## src/rtl/i2c_pkg.sv

```systemverilog
// Shared definitions for the byte-level I2C master: command codes, FSM states
// and bit-phase constants.
package i2c_pkg;

  localparam logic [1:0] CMD_START = 2'd0;
  localparam logic [1:0] CMD_WRITE = 2'd1;
  localparam logic [1:0] CMD_READ  = 2'd2;
  localparam logic [1:0] CMD_STOP  = 2'd3;

  localparam int QUARTERS_PER_BIT = 4;

  typedef enum logic [2:0] {
    ST_IDLE,
    ST_START,
    ST_DATA,
    ST_ACK,
    ST_STOP
  } state_e;

endpackage

```

## src/rtl/i2c_quarter_tick.sv

```systemverilog
// Quarter-period prescaler: pulses tick once every CLK_DIV enabled cycles.
// A clear realigns the phase so the first quarter starts right after it.
module i2c_quarter_tick #(
  parameter int CLK_DIV = 250
) (
  input  logic clk,
  input  logic rst,
  input  logic clr,
  input  logic en,
  output logic tick
);

  generate
    if (CLK_DIV < 1) begin : g_bad_div
      $error("i2c_quarter_tick: CLK_DIV must be at least 1");
    end
  endgenerate

  localparam int CW = (CLK_DIV > 1) ? $clog2(CLK_DIV) : 1;
  localparam logic [CW-1:0] LAST = CW'(CLK_DIV - 1);

  logic [CW-1:0] cnt_q, cnt_d;

  always_comb begin
    cnt_d = cnt_q;
    if (clr) begin
      cnt_d = '0;
    end else if (en) begin
      cnt_d = (cnt_q == LAST) ? '0 : cnt_q + 1'b1;
    end
  end

  always_ff @(posedge clk) begin
    if (rst) begin
      cnt_q <= '0;
    end else begin
      cnt_q <= cnt_d;
    end
  end

  assign tick = en && !clr && (cnt_q == LAST);

endmodule

```

## src/rtl/i2c_byte_master.sv

```systemverilog
// Byte-level I2C master: sequences START/WRITE/READ/STOP commands into
// open-drain SCL/SDA quarter phases with registered, glitch-free line outputs.
module i2c_byte_master
  import i2c_pkg::*;
#(
  parameter int CLK_DIV = 250
) (
  input  logic       clk,
  input  logic       rst,
  input  logic       cmd_valid,
  output logic       cmd_ready,
  input  logic [1:0] cmd,
  input  logic [7:0] wr_data,
  input  logic       mack,
  output logic [7:0] rd_data,
  output logic       sack,
  output logic       done,
  output logic       err,
  output logic       busy,
  output logic       bus_active,
  output logic       scl_o,
  output logic       sda_o,
  input  logic       sda_i
);

  localparam logic [1:0] Q_LAST   = 2'(QUARTERS_PER_BIT - 1);
  localparam logic [1:0] Q_SAMPLE = 2'd1;

  state_e     state_q, state_d;
  logic [1:0] quarter_q, quarter_d;
  logic [3:0] bit_q, bit_d;
  logic [7:0] shift_q, shift_d;
  logic [1:0] cmd_q, cmd_d;
  logic       mack_q, mack_d;
  logic       ack_smp_q, ack_smp_d;
  logic [7:0] rd_data_q, rd_data_d;
  logic       sack_q, sack_d;
  logic       bus_active_q, bus_active_d;
  logic       done_q, done_d;
  logic       err_q, err_d;
  logic       scl_q, scl_d;
  logic       sda_q, sda_d;

  logic busy_w;
  logic accept;
  logic tick;
  logic last_q;

  assign busy_w = (state_q != ST_IDLE);
  assign accept = cmd_valid && !busy_w;
  assign last_q = (quarter_q == Q_LAST);

  i2c_quarter_tick #(
    .CLK_DIV (CLK_DIV)
  ) u_tick (
    .clk  (clk),
    .rst  (rst),
    .clr  (accept),
    .en   (busy_w),
    .tick (tick)
  );

  always_comb begin
    state_d      = state_q;
    quarter_d    = quarter_q;
    bit_d        = bit_q;
    shift_d      = shift_q;
    cmd_d        = cmd_q;
    mack_d       = mack_q;
    ack_smp_d    = ack_smp_q;
    rd_data_d    = rd_data_q;
    sack_d       = sack_q;
    bus_active_d = bus_active_q;
    done_d       = 1'b0;
    err_d        = 1'b0;

    case (state_q)
      ST_IDLE: begin
        if (accept) begin
          cmd_d     = cmd;
          shift_d   = wr_data;
          mack_d    = mack;
          quarter_d = '0;
          bit_d     = '0;
          if (cmd == CMD_START) begin
            state_d = ST_START;
          end else if (!bus_active_q) begin
            // Data or STOP outside a transaction: reject without touching the bus.
            done_d = 1'b1;
            err_d  = 1'b1;
          end else if (cmd == CMD_STOP) begin
            state_d = ST_STOP;
          end else begin
            state_d = ST_DATA;
          end
        end
      end
      ST_START, ST_STOP: begin
        if (tick) begin
          quarter_d = quarter_q + 2'd1;
          if (last_q) begin
            state_d      = ST_IDLE;
            done_d       = 1'b1;
            bus_active_d = (state_q == ST_START);
          end
        end
      end
      ST_DATA: begin
        if (tick) begin
          quarter_d = quarter_q + 2'd1;
          if (quarter_q == Q_SAMPLE && cmd_q == CMD_READ) begin
            shift_d = {shift_q[6:0], sda_i};
          end
          if (last_q) begin
            if (cmd_q == CMD_WRITE) begin
              shift_d = {shift_q[6:0], 1'b0};
            end
            bit_d = bit_q + 4'd1;
            if (bit_q == 4'd7) begin
              state_d = ST_ACK;
            end
          end
        end
      end
      ST_ACK: begin
        if (tick) begin
          quarter_d = quarter_q + 2'd1;
          if (quarter_q == Q_SAMPLE) begin
            ack_smp_d = sda_i;
          end
          if (last_q) begin
            state_d = ST_IDLE;
            done_d  = 1'b1;
            if (cmd_q == CMD_WRITE) begin
              sack_d = ack_smp_q;
            end else begin
              rd_data_d = shift_q;
            end
          end
        end
      end
      default: state_d = ST_IDLE;
    endcase

    // Lines are decoded from the next phase so the flops present the new quarter on its first cycle.
    scl_d = 1'b1;
    sda_d = 1'b1;
    case (state_d)
      ST_IDLE: begin
        if (bus_active_d) begin
          scl_d = 1'b0;
          sda_d = sda_q;
        end
      end
      ST_START: begin
        case (quarter_d)
          2'd0:    begin scl_d = ~bus_active_d; sda_d = 1'b1; end
          2'd1:    begin scl_d = 1'b1;          sda_d = 1'b1; end
          2'd2:    begin scl_d = 1'b1;          sda_d = 1'b0; end
          default: begin scl_d = 1'b0;          sda_d = 1'b0; end
        endcase
      end
      ST_STOP: begin
        case (quarter_d)
          2'd0:    begin scl_d = 1'b0; sda_d = 1'b0; end
          2'd1:    begin scl_d = 1'b1; sda_d = 1'b0; end
          default: begin scl_d = 1'b1; sda_d = 1'b1; end
        endcase
      end
      ST_DATA: begin
        scl_d = (quarter_d == 2'd1) || (quarter_d == 2'd2);
        sda_d = (cmd_d == CMD_WRITE) ? shift_d[7] : 1'b1;
      end
      ST_ACK: begin
        scl_d = (quarter_d == 2'd1) || (quarter_d == 2'd2);
        sda_d = (cmd_d == CMD_READ) ? mack_d : 1'b1;
      end
      default: begin
        scl_d = 1'b1;
        sda_d = 1'b1;
      end
    endcase
  end

  always_ff @(posedge clk) begin
    if (rst) begin
      state_q      <= ST_IDLE;
      quarter_q    <= '0;
      bit_q        <= '0;
      shift_q      <= '0;
      cmd_q        <= CMD_START;
      mack_q       <= 1'b1;
      ack_smp_q    <= 1'b0;
      rd_data_q    <= 8'h00;
      sack_q       <= 1'b0;
      bus_active_q <= 1'b0;
      done_q       <= 1'b0;
      err_q        <= 1'b0;
      scl_q        <= 1'b1;
      sda_q        <= 1'b1;
    end else begin
      state_q      <= state_d;
      quarter_q    <= quarter_d;
      bit_q        <= bit_d;
      shift_q      <= shift_d;
      cmd_q        <= cmd_d;
      mack_q       <= mack_d;
      ack_smp_q    <= ack_smp_d;
      rd_data_q    <= rd_data_d;
      sack_q       <= sack_d;
      bus_active_q <= bus_active_d;
      done_q       <= done_d;
      err_q        <= err_d;
      scl_q        <= scl_d;
      sda_q        <= sda_d;
    end
  end

  assign busy       = busy_w;
  assign cmd_ready  = ~busy_w;
  assign rd_data    = rd_data_q;
  assign sack       = sack_q;
  assign done       = done_q;
  assign err        = err_q;
  assign bus_active = bus_active_q;
  assign scl_o      = scl_q;
  assign sda_o      = sda_q;

endmodule

```

## config.mk

```make
export PLATFORM = sky130hd
export DESIGN_NAME = i2c_byte_master
export DESIGN_NICKNAME = d
export VERILOG_FILES = /design/src/rtl/i2c_pkg.sv /design/src/rtl/i2c_quarter_tick.sv /design/src/rtl/i2c_byte_master.sv
export SDC_FILE = /design/constraint.sdc
export NUM_CORES = 1
export LEC_CHECK = 0
export BUFFER_PORTS_ARGS = -buffer_cell sky130_fd_sc_hd__buf_2
export CORE_MARGIN = 3
export CORE_UTILIZATION = 45
export DETAILED_ROUTE_END_ITERATION = 8
export GPL_TIMING_DRIVEN = 0
export PLACE_DENSITY = 0.67
export SLEW_MARGIN = 20
export SYNTH_ARGS = -nofsm -noshare
export SYNTH_HDL_FRONTEND = slang
export SYNTH_SLANG_ARGS = --single-unit
```

## constraint.sdc

```tcl
create_clock -name clk -period 2 [get_ports clk]
set_input_delay 0.1 -clock clk [delete_from_list [all_inputs] [get_ports clk]]
set_output_delay 0.1 -clock clk [all_outputs]
set_load 0.02 [all_outputs]
```

==> metrics.txt <==
run status finished with violations; failing checks setup timing; Layout Nets 333; vias roughly 2.1k; Compound-Gate Fraction of Synth Area 0.168; Cell Pwr Density around 600 nW/µm²; simple-gate area share of the yosys netlist 0.270; first-pass GRT wire length between 9000 and 10000 µm; clock network fraction of total power 0.340; worst r2r dst scl_o; FMAX about 490 MHz; fin util 0.590; unrepaired setup endpoints after global routing yes; 1st-iter DRT viols between 200 and 250; Die Span Y a little under 80 µm; Routed WL about 5700 µm; H-tree depth 2; Total GRT Usage 0.201; multi-input logic area 1460 µm²; Hold WC Path Type primary input to flip-flop; Worst EP required 2.18 ns; multiplexer share of the synthesized area 0.0791; sw frac 0.259; Combinational Power Share 0.123; largest net degree at the start of global routing 13; reg2reg start u_tick.cnt_q[1]; Synthesis Warnings 0; post-route minimum period just over 2 ns; io pins 31; Power Internal 1230 µW; Initial Util 0.473; Synth Cell Area approximately 2300 µm²; adder-cell share of the synthesized area 0.0384; setup ws final -0.0348 ns; Hold Vio Cnt, Final 0; largest family of logic cells by synthesized area simple AND/OR/NAND/NOR gates; Slew HR 0.626; critical hold path startpoint mack; Antenna Cells 0; die width 77.2 µm; Clock Skew roughly 0.0052 ns; largest vdd supply drop 0.383 mV; GPL Wtd Cong 0.899; total CTS buffers 5; Post-Syn Nets around 290; number of global-route vias before repair 1979; root buf cell clkbuf_8; Max Slew Vio Count 0; Final setup viols 1; Async SR Flop Fraction 0; DRC 0; core area 4820 µm²; Syn-to-layout area delta 24.8%; R2R setup slack -0.03 ns; Hold Path End mack_q; CP endpoint kind flip-flop; CP arrival roughly 2.2 ns; initial antenna violation count 0; CP Launch Type flip-flop; Synth Flop Type dfxtp_1; Reg area between 800 and 900 µm²; total leakage power approximately 0.0011 µW; CP Max Fanout 4; TritonCTS clock tree yes; fraction of the cycle the final worst path needs 1.02; Distinct cells, synth just over 50; global route overflow 0; Slew @ Worst Pin roughly 0.56 ns; sequential area share after synthesis 0.378; xor/xnor cell area share of the yosys netlist 0.0308; Seq pwr share 0.538; Max Cap Viol 0; share of layout cells above drive strength 1 0.302; Post-synth EDFFs 0; Yosys reg bits 43; Cells after Synth ~260; HPWL after detailed placement slightly below 4000 µm; Vias per Instance roughly 5.5; R2R cell count 11; worst hold slack between 0.03 and 0.04 ns; CTS Sinks 43; IO buf count 29; clk slew on worst S/H paths roughly 0.080 ns; DR pass1 iterations 4; std cell rows 25; WL/cell between 10 and 15 µm; Crit path largest cell delay between 0.3 and 0.4 ns; kind of critical path flip-flop to flip-flop; Clock Path Buffers 2; worst hold stages 3; Worst path slowest cell dfxtp_2; clock latency on the worst-skew pair about 0.3 ns; critical-path cell list inv_2, ha_4, and3b_2, and2_4, and3_4, o21ai_2, o221ai_2, ha_2, nor2b_1, o2111ai_1, nand3_1; Die ar. 5950 µm²; filler cell count between 400 and 500; Switch Pwr ~430 µW; Mean Syn Cell Area a little under 9 µm²; antenna-violating nets left 0
per-stage QoR:
stage	power, µW	cells	setup WS [ns]	cell area [µm²]	setup TNS [ns]
finish	1670	378	-0.0348	2840	-0.0348
global route	1740	378	-0.193	2840	-0.227
CTS	1660	372	-0.0337	2720	-0.0337
detailed placement	1090	359	-0.207	2520	-1.29
global placement	1090	359	-0.192	2520	-0.768
floorplan	1040	263	0.00708	2290	0
cell usage after synthesis (5+ instances only):
master / count / share of area
a21oi_1: 13 / 0.029
a221oi_1: 7 / 0.027
inv_1: 7 / 0.012
nand3_1: 7 / 0.015
buf_2: 5 / 0.011
o21ai_1: 5 / 0.011
o21ai_0: 5 / 0.011
mux2i_1: 18 / 0.079
dfxtp_1: 43 / 0.38
nand2_1: 17 / 0.028
clkbuf_1: 6 / 0.0099
nor2_1: 51 / 0.084
ha_1: 7 / 0.038
xor2_1: 6 / 0.023
timing repair:
| item | CTS | global route |
|---|---|---|
| pin swaps | 7 | 12 |
| endpoints found under the setup margin | 10 | 11 |
| endpoints found under the hold margin | 0 | 0 |
| buffers inserted | 6 | 6 |
| hold buffers | 0 | 0 |
| gates resized for setup | 16 | 23 |
critical path: cells and delay by family, from the launching register on:
kind,cells,cell delay [ns]
buffers and inverters,1,0.04
adder cells (fa/ha/maj),2,0.36
AO/OA/AOI/OAI,3,0.40
AND/OR/NAND/NOR,5,0.78
flip-flops,1,0.34
sequential cells by signal, indices dropped and copies added, names as in the netlist:
signal,flops
mack_q,1
err,1
quarter_q,2
scl_o,1
u_tick.cnt_q,8
done,1
sack,1
bus_active,1
bit_q,4
state_q,3
ack_smp_q,1
sda_o,1
rd_data,8
shift_q,8
cmd_q,2
worst max-delay path by stage:
stage               slack (ns)             from     to  cells past startpoint
finish                   -0.03  u_tick.cnt_q[1]  scl_o                     11
global placement         -0.19     quarter_q[0]  sda_o                      7
CTS                      -0.03  u_tick.cnt_q[1]  scl_o                     11
detailed placement       -0.21     quarter_q[0]  sda_o                      7
floorplan                0.007  u_tick.cnt_q[1]  scl_o                     11
global route             -0.19  u_tick.cnt_q[1]  scl_o                     13
cell usage in the layout (no fill, tap or decap), types with 6 or more instances in the layout:
master and n:
a21oi_1 12, a221oi_1 7, buf_2 33, buf_4 10
clkbuf_1 6, clkbuf_8 6, dfxtp_1 38, inv_1 6
mux2i_1 18, nand2_1 16, nor2_1 49, xor2_1 6
layer usage:
layer  share of wire  vias to the layer above  global-route usage
met5               0                        -                   0
met1            0.47                      966               0.264
met4           0.016                        0              0.0694
met2            0.46                       54               0.324
li1                -                     1042                   -
met3           0.051                        8              0.0446
power by group through the flow:
stage               Combinational [µW]  Clock [µW]  Sequential [µW]
floorplan                          121           0              918
global placement                   173           0              918
detailed placement                 175           0              920
CTS                                180         579              899
global route                       228         616              900
finish                             204         566              896
cells by family after synthesis:
| family | Yosys count |
|---|---|
| fa+ha+maj | 7 |
| compound gates | 51 |
| buf+inv | 20 |
| xor+xnor | 8 |
| simple gates | 116 |
| flops | 43 |
| mux | 18 |
cell type report:
class	count	area share
plain buffers	11	0.0189
inverters	9	0.0119
clock inverters	1	0.00176
multi-input cells	200	0.513
well taps	67	0.0295
flip-flops and latches	43	0.308
repair buffers	41	0.0884
clock buffers	6	0.0290
(Power assumes the default switching activity.)
